`src/rtl/zero_count_stream.sv`:
```
// Streaming trailing/leading zero counter: accepts one word per handshake and scans it
// SLICE_WIDTH bits per cycle, producing the count with full valid/ready back-pressure.
module zero_count_stream #(
    parameter int unsigned DATA_WIDTH  = 32,
    parameter int unsigned SLICE_WIDTH = 8,
    localparam int unsigned CW         = $clog2(DATA_WIDTH) + 1
) (
    input  logic                  clk,
    input  logic                  resetn,
    input  logic [DATA_WIDTH-1:0] din,
    input  logic                  mode,
    input  logic                  din_vld,
    output logic                  din_rdy,
    output logic [CW-1:0]         dout,
    output logic                  dout_zero,
    output logic                  dout_vld,
    input  logic                  dout_rdy
);

    localparam int unsigned NSLICE = DATA_WIDTH / SLICE_WIDTH;
    localparam int unsigned IW     = (NSLICE > 1) ? $clog2(NSLICE) : 1;

    typedef enum logic [1:0] {
        IDLE = 2'd0,
        SCAN = 2'd1,
        DONE = 2'd2
    } state_t;

    state_t                  state, state_next;
    logic [DATA_WIDTH-1:0]   word, word_next;
    logic [IW-1:0]           idx, idx_next;
    logic [CW-1:0]           acc, acc_next;
    logic [CW-1:0]           dout_next;
    logic                    dout_zero_next;
    logic                    din_rdy_next;
    logic                    dout_vld_next;
    logic [SLICE_WIDTH-1:0]  slice;

    // Leading-zero requests are stored mirrored so the scan always runs from bit 0.
    function automatic logic [DATA_WIDTH-1:0] bit_reverse(input logic [DATA_WIDTH-1:0] d);
        logic [DATA_WIDTH-1:0] r;
        r = '0;
        for (int i = 0; i < int'(DATA_WIDTH); i++) begin
            r[i] = d[int'(DATA_WIDTH) - 1 - i];
        end
        return r;
    endfunction

    // Trailing zeros of a nonzero slice; the lowest set bit wins.
    function automatic logic [CW-1:0] slice_tz(input logic [SLICE_WIDTH-1:0] s);
        logic [CW-1:0] tz;
        tz = '0;
        for (int i = int'(SLICE_WIDTH) - 1; i >= 0; i--) begin
            if (s[i]) begin
                tz = CW'(i);
            end
        end
        return tz;
    endfunction

    // The stored word is shifted down each scan cycle, so the current slice is always at the bottom.
    assign slice = word[SLICE_WIDTH-1:0];

    always_ff @(posedge clk or negedge resetn) begin
        if (!resetn) begin
            state     <= IDLE;
            word      <= '0;
            idx       <= '0;
            acc       <= '0;
            dout      <= '0;
            dout_zero <= 1'b0;
            din_rdy   <= 1'b1;
            dout_vld  <= 1'b0;
        end else begin
            state     <= state_next;
            word      <= word_next;
            idx       <= idx_next;
            acc       <= acc_next;
            dout      <= dout_next;
            dout_zero <= dout_zero_next;
            din_rdy   <= din_rdy_next;
            dout_vld  <= dout_vld_next;
        end
    end

    always_comb begin
        state_next     = state;
        word_next      = word;
        idx_next       = idx;
        acc_next       = acc;
        dout_next      = dout;
        dout_zero_next = dout_zero;

        unique case (state)
            IDLE: begin
                if (din_vld && din_rdy) begin
                    word_next  = mode ? bit_reverse(din) : din;
                    idx_next   = '0;
                    acc_next   = '0;
                    state_next = SCAN;
                end
            end
            SCAN: begin
                if (|slice) begin
                    dout_next      = acc + slice_tz(slice);
                    dout_zero_next = 1'b0;
                    state_next     = DONE;
                end else if (idx == IW'(NSLICE - 1)) begin
                    dout_next      = CW'(DATA_WIDTH);
                    dout_zero_next = 1'b1;
                    state_next     = DONE;
                end else begin
                    acc_next  = acc + CW'(SLICE_WIDTH);
                    idx_next  = idx + IW'(1);
                    word_next = word >> SLICE_WIDTH;
                end
            end
            DONE: begin
                if (dout_vld && dout_rdy) begin
                    state_next = IDLE;
                end
            end
            default: begin
                state_next = IDLE;
            end
        endcase

        // Handshake flags are registered copies of the next state, never of the inputs.
        din_rdy_next  = (state_next == IDLE);
        dout_vld_next = (state_next == DONE);
    end

endmodule
```
`config.mk`:
```
export PLATFORM = sky130hd
export DESIGN_NAME = zero_count_stream
export DESIGN_NICKNAME = d
export VERILOG_FILES = /design/src/rtl/zero_count_stream.sv
export SDC_FILE = /design/constraint.sdc
export NUM_CORES = 1
export LEC_CHECK = 0
export BUFFER_PORTS_ARGS = -buffer_cell sky130_fd_sc_hd__buf_2
export CAP_MARGIN = 15
export CORE_ASPECT_RATIO = 2
export CORE_MARGIN = 2
export CORE_UTILIZATION = 35
export DETAILED_ROUTE_END_ITERATION = 8
export PLACE_DENSITY = 0.64
export SYNTH_ARGS = -nofsm -noshare
export SYNTH_HDL_FRONTEND = slang
export SYNTH_SLANG_ARGS = --single-unit
```
`constraint.sdc`:
```
create_clock -name clk -period 2.95 [get_ports clk]
set_clock_uncertainty 0.1 [all_clocks]
set_input_delay 0.295 -clock clk [delete_from_list [all_inputs] [get_ports clk]]
set_output_delay 0.295 -clock clk [all_outputs]
set_load 0.01 [all_outputs]
```
Yosys cells after proc, flatten, opt, wreduce, memory -nomap -nowiden

Cells that the tools add are included.

Register bits after elaboration: 51
Input port bits: 37
Word-level logic and storage cells: 59

Add/sub/neg operators: 3
Mux-type cells: 32
Reductions and logical operators: 9
Equality and inequality tests: 7

Operators by type and width:

| kind                  | count |
|---|---|
| $mux W32              | 4 |
| $mux W6               | 14 |
| $pmux W32 S2          | 1 |
| $mux W2               | 7 |
| $pmux W6 S2           | 1 |
| $reduce_or A8 Y1      | 1 |
| $add A6 B4 Y6 const B | 1 |
| $add A6 B6 Y6         | 1 |
| $eq A2 B2 Y1 const B  | 3 |
| $ne A2 B2 Y1 const B  | 3 |
| $pmux W2 S3           | 1 |
| $logic_not A2 Y1      | 2 |
| $pmux W2 S2           | 1 |
| $reduce_and A4 Y1     | 1 |
| $reduce_bool A2 Y1    | 2 |
| $mux W3               | 1 |
| $add A2 B1 Y2 const B | 1 |
| $eq A2 B1 Y1 const B  | 1 |
| $logic_and A1 B1 Y1   | 2 |
| $mux W1               | 2 |
| $reduce_and A2 Y1     | 1 |

Longest topological paths before layout

Gate-level depths: netlist (run 1).

Word-level depth: 12
Gate-level depth with buffers: 9
Depth with buffers taken out: 9

Worst setup path after synthesis (run 1)

Ideal clock, no wire load.

Kind: register to register
Start: register word[0]
End: register word[13]
Path slack: 586 ps
Cell stages (with the launch flop): 9
Buffers on the path: 4
Data arrival time: 2190 ps
Cells stage by stage: dfrtp_1 or4_1 buf_2 or4_4 buf_6 and2_4 buf_6 buf_6 o21ai_2

Word-level cells in the longest chain between the ends: 3

RTL lines:

| what                        | RTL line | text |
|---|---|---|
| from (decl)                 | 30       | `logic [DATA_WIDTH-1:0] word, word_next;` |
| from (signal assigned)      | 76       | `word <= word_next;` |
| $reduce_or A8 Y1            | 104      | `if (\|slice) begin` |
| $ne A2 B2 Y1 (no line)      | --       |  |
| $reduce_and A4 Y1 (no line) | --       |  |

Every way passes these cells.
A chain may end at the register's enable or synchronous reset.

Final worst setup path (run 1)

Start: register word[0]
End: register acc[4]

Word-level cells in the longest chain between the ends: 3

RTL lines:

| what                        | RTL line | text |
|---|---|---|
| $reduce_or A8 Y1            | 104      |  |
| $ne A2 B2 Y1 (no line)      | --       |  |
| $reduce_and A4 Y1 (no line) | --       |  |
| to (signal assigned)        | 78       | `acc <= acc_next;` |
| to (decl)                   | 32       | `logic [CW-1:0] acc, acc_next;` |

Every way passes these cells.

==> metrics.txt, run 1 <==
status finished, violations left; failing checks hold timing; TritonCTS Buffers 5; max_cap viols 0; setup ws final 0.575 ns; Resize count post-CTS 0; RR Startpoint word[0]; chip width 65.3 um; worst hold slack -0.00779 ns; asr flop ratio synth 100%; Worst-Margin Slew 0.747 ns; Final Hold Vio Count 4; postcts setup bufs 0; layout cells sized above 1 between 20% and 30%; top cell type's share of synthesized area between 40% and 50%; CTS Hold Buffers Added 0; post-synth top area cell dfrtp_1; vias in the first global route 2100; Overflow after GRT 0; H-tree depth 2; DRC viols 0; total net switching power 1.06 mW; post-synthesis cell count about 280; io pins 46; Fin Setup TNS 0 ns; Leak 1.51 nW; gpl congestion 0.784; Final #Nets 353; Syn-to-layout area delta 17.6%; final wirelength 6190 um; Buf/Inv on CP 0; CTS tree built; XOR/XNOR Fraction of Synth Area 0%; Reg2Reg Setup Slack ~0.57 ns; Mean Syn Cell Area 9.49 um^2; power per cell area 924 nW/um^2; drt first pass iters 5; initial drt markers 155; clock buffer depth 2; Cell variety after synth 30; pre-CTS setup slack between 0.5 and 0.6 ns; clk_lat worst skew 0.29 ns; Post-Synth Adder-Cell Area 1.43%; Net Sw Frac 37.0%; CTS root buf clkbuf_16; Total Routing Usage GR 16.1%; ant diodes 0; worst min path class primary input to async pin; vias ~2.2k; ranking of synthesized cells by area dfrtp_1 (45%), mux2i_1 (13%), nand3_1 (6.7%), o21ai_2 (6.3%), a21oi_1 (5.9%); number of core rows 44; Max Fclk between 0.4 and 0.5 GHz; RSZ-0062 raised after global routing false; cell with the most instances after synthesis dfrtp_1; post-synthesis compound-gate area fraction approximately a fifth; Die Height ~130 um; global-route wire length before repair 10300 um; peak supply drop 280 uV; Post-synth top flop dfrtp_1; Clk pwr share 24.1%; Seq cells post-synth 48; Crit Path Class register to register; Worst R2R End acc[4]; Pint 1.80 mW; Syn Std Cell Area 2630 um^2; ANT nets after route 0; register area share after synthesis approximately 46%; WL per Instance 15.2 um; largest family of logic cells by synthesized area compound AO/OA/AOI/OAI gates; Max transition margin 50.1%; CP peak stage delay 0.67 ns; Worst path top cell family by delay simple AND/OR/NAND/NOR gates; Final HPWL DP 4380 um; antenna violations before repair 0; clock slew at reported path FFs 0.07 ns; mux contribution to synthesized area 12.9%; Tmin final 2.38 ns; Clock Sinks 48; pin count of the biggest net entering global routing 49; initial core utilization 36.2%; Comb power frac between 30% and 40%; number of flops mapped to enable cells by yosys 0; CP endpoint kind register; Via density 5.37; DIE AREA 8270 um^2; top cell types by occurrence after synthesis dfrtp_1 (47), nand3_1 (35), mux2i_1 (34); post-synthesis simple-gate area fraction between 10% and 20%; synth warn 0; Worst R2R Path Depth 4; Crit path required time a little over 3 ns; core area 7270 um^2; Critical Path Fanout Max 27; final-report setup violation count 0; syn nets about 320; Sequential Power Share 39.9%; CP startpoint kind register; count of final max-slew check failures 0; Port Buffer Count 45; Critical-path top delay cell or4_1; arrival time at the worst endpoint 2.45 ns; crit share post-route 80.5%; crit-path cells or4_1 > or4_4 > and2_4 > a22o_1
layer usage:
metal / global-route usage, % / vias to the layer above / part of all wire [%]
met4: 5.76 / 0 / 1.9
li1: - / 1073 / -
met2: 29.4 / 44 / 56
met5: 0 / - / 0
met1: 18.7 / 1055 / 39
met3: 1.86 / 8 / 2.4
cells by family after synthesis:
| family | count (synthesis) |
|---|---|
| simple gates | 85 |
| compound gates | 80 |
| flops | 48 |
| mux | 34 |
| buf+inv | 26 |
| fa+ha+maj | 3 |
| other cells | 1 |
placed cells by master, fill, tap and decap left out:
master | netlist | routed
nand2_1 | 7 | 7
dfrtp_1 | 47 | 47
o31a_1 | 1 | 1
nand3_1 | 35 | 35
o21ai_2 | 19 | 19
ha_1 | 3 | 3
dfstp_2 | 1 | 1
a21o_1 | 1 | 1
conb_1 | 1 | 1
clkbuf_8 | 0 | 2
clkbuf_16 | 0 | 5
o31ai_1 | 2 | 2
and2_4 | 1 | 1
o211a_1 | 1 | 1
or4_1 | 2 | 2
a22oi_1 | 2 | 2
buf_2 | 1 | 45
mux2i_1 | 34 | 34
nor4_1 | 4 | 4
o21ai_0 | 18 | 18
nor2b_4 | 0 | 1
nor2_1 | 28 | 28
a21oi_1 | 31 | 31
bufinv_16 | 0 | 1
o2bb2ai_1 | 1 | 1
buf_4 | 0 | 6
or4_4 | 1 | 1
inv_1 | 4 | 4
nor3_1 | 4 | 4
a22o_1 | 4 | 4
nand2b_1 | 2 | 2
stage by stage:
| stage | instances | hold slack [ns] | utilization, % | power, mW | cell area (um^2) |
|---|---|---|---|---|---|
| after global placement | 398 | 0.330 | 40.0 | 2.15 | 2910 |
| after floorplan | 277 | -0.101 | - | 1.91 | 2630 |
| after global routing | 406 | 0.0519 | 42.5 | 3.08 | 3090 |
| final | 406 | -0.00779 | 42.5 | 2.86 | 3090 |
| after CTS | 406 | 0.0217 | 42.5 | 2.88 | 3090 |
| after detailed placement | 398 | 0.331 | 40.0 | 2.19 | 2910 |
layout make-up:
| cell class | instances | area (um^2) |
|---|---|---|
| Fill cell | 754 | 4180 |
| Multi-Input combinational cell | 203 | 1310 |
| Sequential cell | 48 | 1200 |
| Timing Repair Buffer | 51 | 270 |
| Clock buffer | 7 | 153 |
| Tap cell | 92 | 115 |
| Clock inverter | 1 | 30.0 |
| Inverter | 4 | 15.0 |
sequential cells by signal, summed over array words and instances, names as in the netlist:
signal,cells
dout_zero,1
state,2
acc,3
idx,2
word,32
dout,6
din_rdy,1
dout_vld,1
how the worst max path moves through the flow:
stage | startpoint | to | slack, ns | cells past startpoint
floorplan | word[0] | word[13] | 0.59 | 8
global placement | word[0] | acc[4] | 0.63 | 4
detailed placement | word[0] | acc[4] | 0.59 | 4
CTS | word[0] | acc[4] | 0.58 | 4
global route | word[0] | word[29] | 0.47 | 5
finish | word[0] | acc[4] | 0.57 | 4
power groups by stage:
stage,logic [mW],clock network (mW),registers (mW)
2_1_floorplan,0.792,0,1.11
3_3_place_gp,1.02,0,1.14
3_5_place_dp,1.04,0,1.15
4_1_cts,1.04,0.700,1.14
5_1_grt,1.18,0.724,1.17
6_report,1.03,0.689,1.14
(Power assumes the default switching activity.)
==> run 2, diff against run 1 <==
clock period = 2.25 ns   (was 2.95 ns; I/O delays follow)
==> run 2 against run 1 <==
Effect of this change: the run now ends clean; final cell count is 2.7% higher; highest routed layer unchanged; hold slack better by 0.17 ns; first-iteration DRC count is 59% lower; worst setup slack worse by 0.51 ns.
==> metrics.txt, run 2 (synthesized netlist as in run 1, its figures left out) <==
Port Buffer Count 45 (unchanged); Reg with most FFs word; most frequent cells in the layout dfrtp_1 (47), buf_2 (45), nand3_1 (35); Final Hold Vio Count 0 (-4); GR Util met2 29.4% (-0.060 points); Buf/Inv on CP 0 (unchanged); crit-path cells or4_4 > or4_4 > and2_4 > a22o_1; number of core rows 44 (unchanged); vias 2223 (+2.0%); beginning of the critical path word[4]; DRC viols 0 (unchanged); Placed Area 3010 um^2 (+3.6%); total power 3.69 mW (+29%); Largest regs word x32, dout x6, acc x3; Tmin final 2.19 ns (-0.189 ns); Die Height 127 um (unchanged); status completed; Clock Sinks 48 (unchanged); placed cells 408 (+2.5%); WL per Instance 14.4 um (-5.2%); ANT nets after route 0 (unchanged); final std cells w/o fill 417 (+2.7%); vias in the first global route 2183 (+4.0%); worst hold slack 0.158 ns (+0.166 ns); Worst-Margin Slew 0.692 ns (-0.0548 ns); arrival time at the worst endpoint 2.26 ns (-0.19 ns); most frequent CP cell or4_4; chip width 65.3 um (unchanged); Worst path top cell family by delay simple AND/OR/NAND/NOR gates; H-tree depth 2 (unchanged); CP peak stage delay 0.57 ns (-0.10 ns); CP startpoint kind register; gpl congestion 0.834 (+6.3%); drt first pass iters 4 (-1); DIE AREA 8270 um^2 (unchanged); Fin Setup TNS 0 ns (unchanged); Final HPWL DP 4540 um (+3.6%); Hold Path Cell Cnt 3; Total Routing Usage GR 16.1% (about the same); Max transition margin 53.4% (+3.3 points); RR Startpoint word[4]; Final #Nets 364 (+3.1%); RSZ-0062 raised after global routing false; Design Area, Final 3170 um^2 (+2.5%); layout cells sized above 1 28.0% (+1.9 points); clk_lat worst skew 0.28 ns (about the same); Reg2Reg Setup Slack 0.06 ns (-0.51 ns); clock buffer depth 2 (unchanged); clock slew at reported path FFs 0.06 ns (about the same); Top Usage Layer GRT met2; pre-CTS setup slack 0.0659 ns (-0.524 ns); power per cell area 1160 nW/um^2 (+26%); met1 usage 17.9% (-0.75 points); Max Fclk 0.457 GHz (+8.6%); antenna violations before repair 0 (unchanged); initial drt markers 63 (-59%); Syn-to-layout area delta 20.5%; pin count of the biggest net entering global routing 53 (+8.2%); Crit Path Class register to register; setup ws final 0.0638 ns (-0.511 ns); Crit path required time 2.32 ns (-0.70 ns); peak supply drop 446 uV (+59%); commonest non-fill, non-tap cell in the layout dfrtp_1; initial core utilization 36.2% (unchanged); Largest register FFs 32 (unchanged); Leak 1.55 nW (+2.7%); crit share post-route 97.2% (+17 points); Overflow after GRT 0 (unchanged); ant diodes 0 (unchanged); worst min path class primary input to register; Via density 5.33 (-0.72%); max_cap viols 0 (unchanged); count of final max-slew check failures 0 (unchanged); Final Util 43.6% (+1.1 points); Worst R2R End idx[1]; CTS tree built; CTS root buf clkbuf_16; critical path depth 4 (unchanged); core area 7270 um^2 (unchanged); final-report setup violation count 0 (unchanged); CP endpoint kind register; Worst R2R Path Depth 4 (unchanged); final wirelength 6020 um (-2.6%); crit path to idx[1]; Critical Path Fanout Max 27 (unchanged); met3 Usage GRT 2.13% (+0.27 points); TritonCTS Buffers 5 (unchanged); Critical-path top delay cell or4_4; io pins 46 (unchanged); global-route wire length before repair 10400 um (+0.33%)
-- run 2: how the worst min path moves through the flow --
stage	start	slack, ns	endpoint
after floorplan	resetn	-0.17	acc[3]
after global placement	resetn	-0.02	dout_vld
after detailed placement	resetn	-0.03	dout_vld
after CTS	din[30]	0.16	word[30]
after global routing	din[26]	0.18	word[26]
final	din[30]	0.16	word[30]
-- run 2: timing repair --
| item | 4_1_cts | 5_1_grt |
|---|---|---|
| buffers inserted | 0 | 0 |
| hold endpoints to repair | 24 | 0 |
| endpoints found under the setup margin | 0 | 1 |
| resized for setup | 0 | 1 |
| hold buffers | 1 | 0 |
-- run 2: final cells by class --
class	count	area (um^2)
fill	764	4100
timing repair buffer	62	380
tap	92	115
sequential	48	1200
inverter	4	15.0
multi-input combinational	203	1310
clock buffer	8	146
-- run 2: where the power goes --
group	total [mW]	leakage (nW)	internal [mW]	switching, mW
sequential	1.46	0.608	1.23	0.231
clock	0.734	0.0712	0.443	0.291
combinational	1.50	0.874	0.643	0.852
total	3.69	1.55	2.32	1.37
-- run 2: layer usage --
| layer | share of wire, % | up-vias | wire, um |
|---|---|---|---|
| met5 | 0 | - | 0 |
| met4 | 3.2 | 0 | 195 |
| met3 | 2.3 | 13 | 138 |
| met2 | 57 | 41 | 3400 |
| met1 | 38 | 1073 | 2290 |
| li1 | - | 1096 | - |
-- run 2: worst min-delay path: cells and delay by family --
family / cells / cell delay (ns)
AOI/OAI and AO/OA: 1 / 0.13
muxes: 1 / 0.06
buffers and inverters: 1 / 0.09
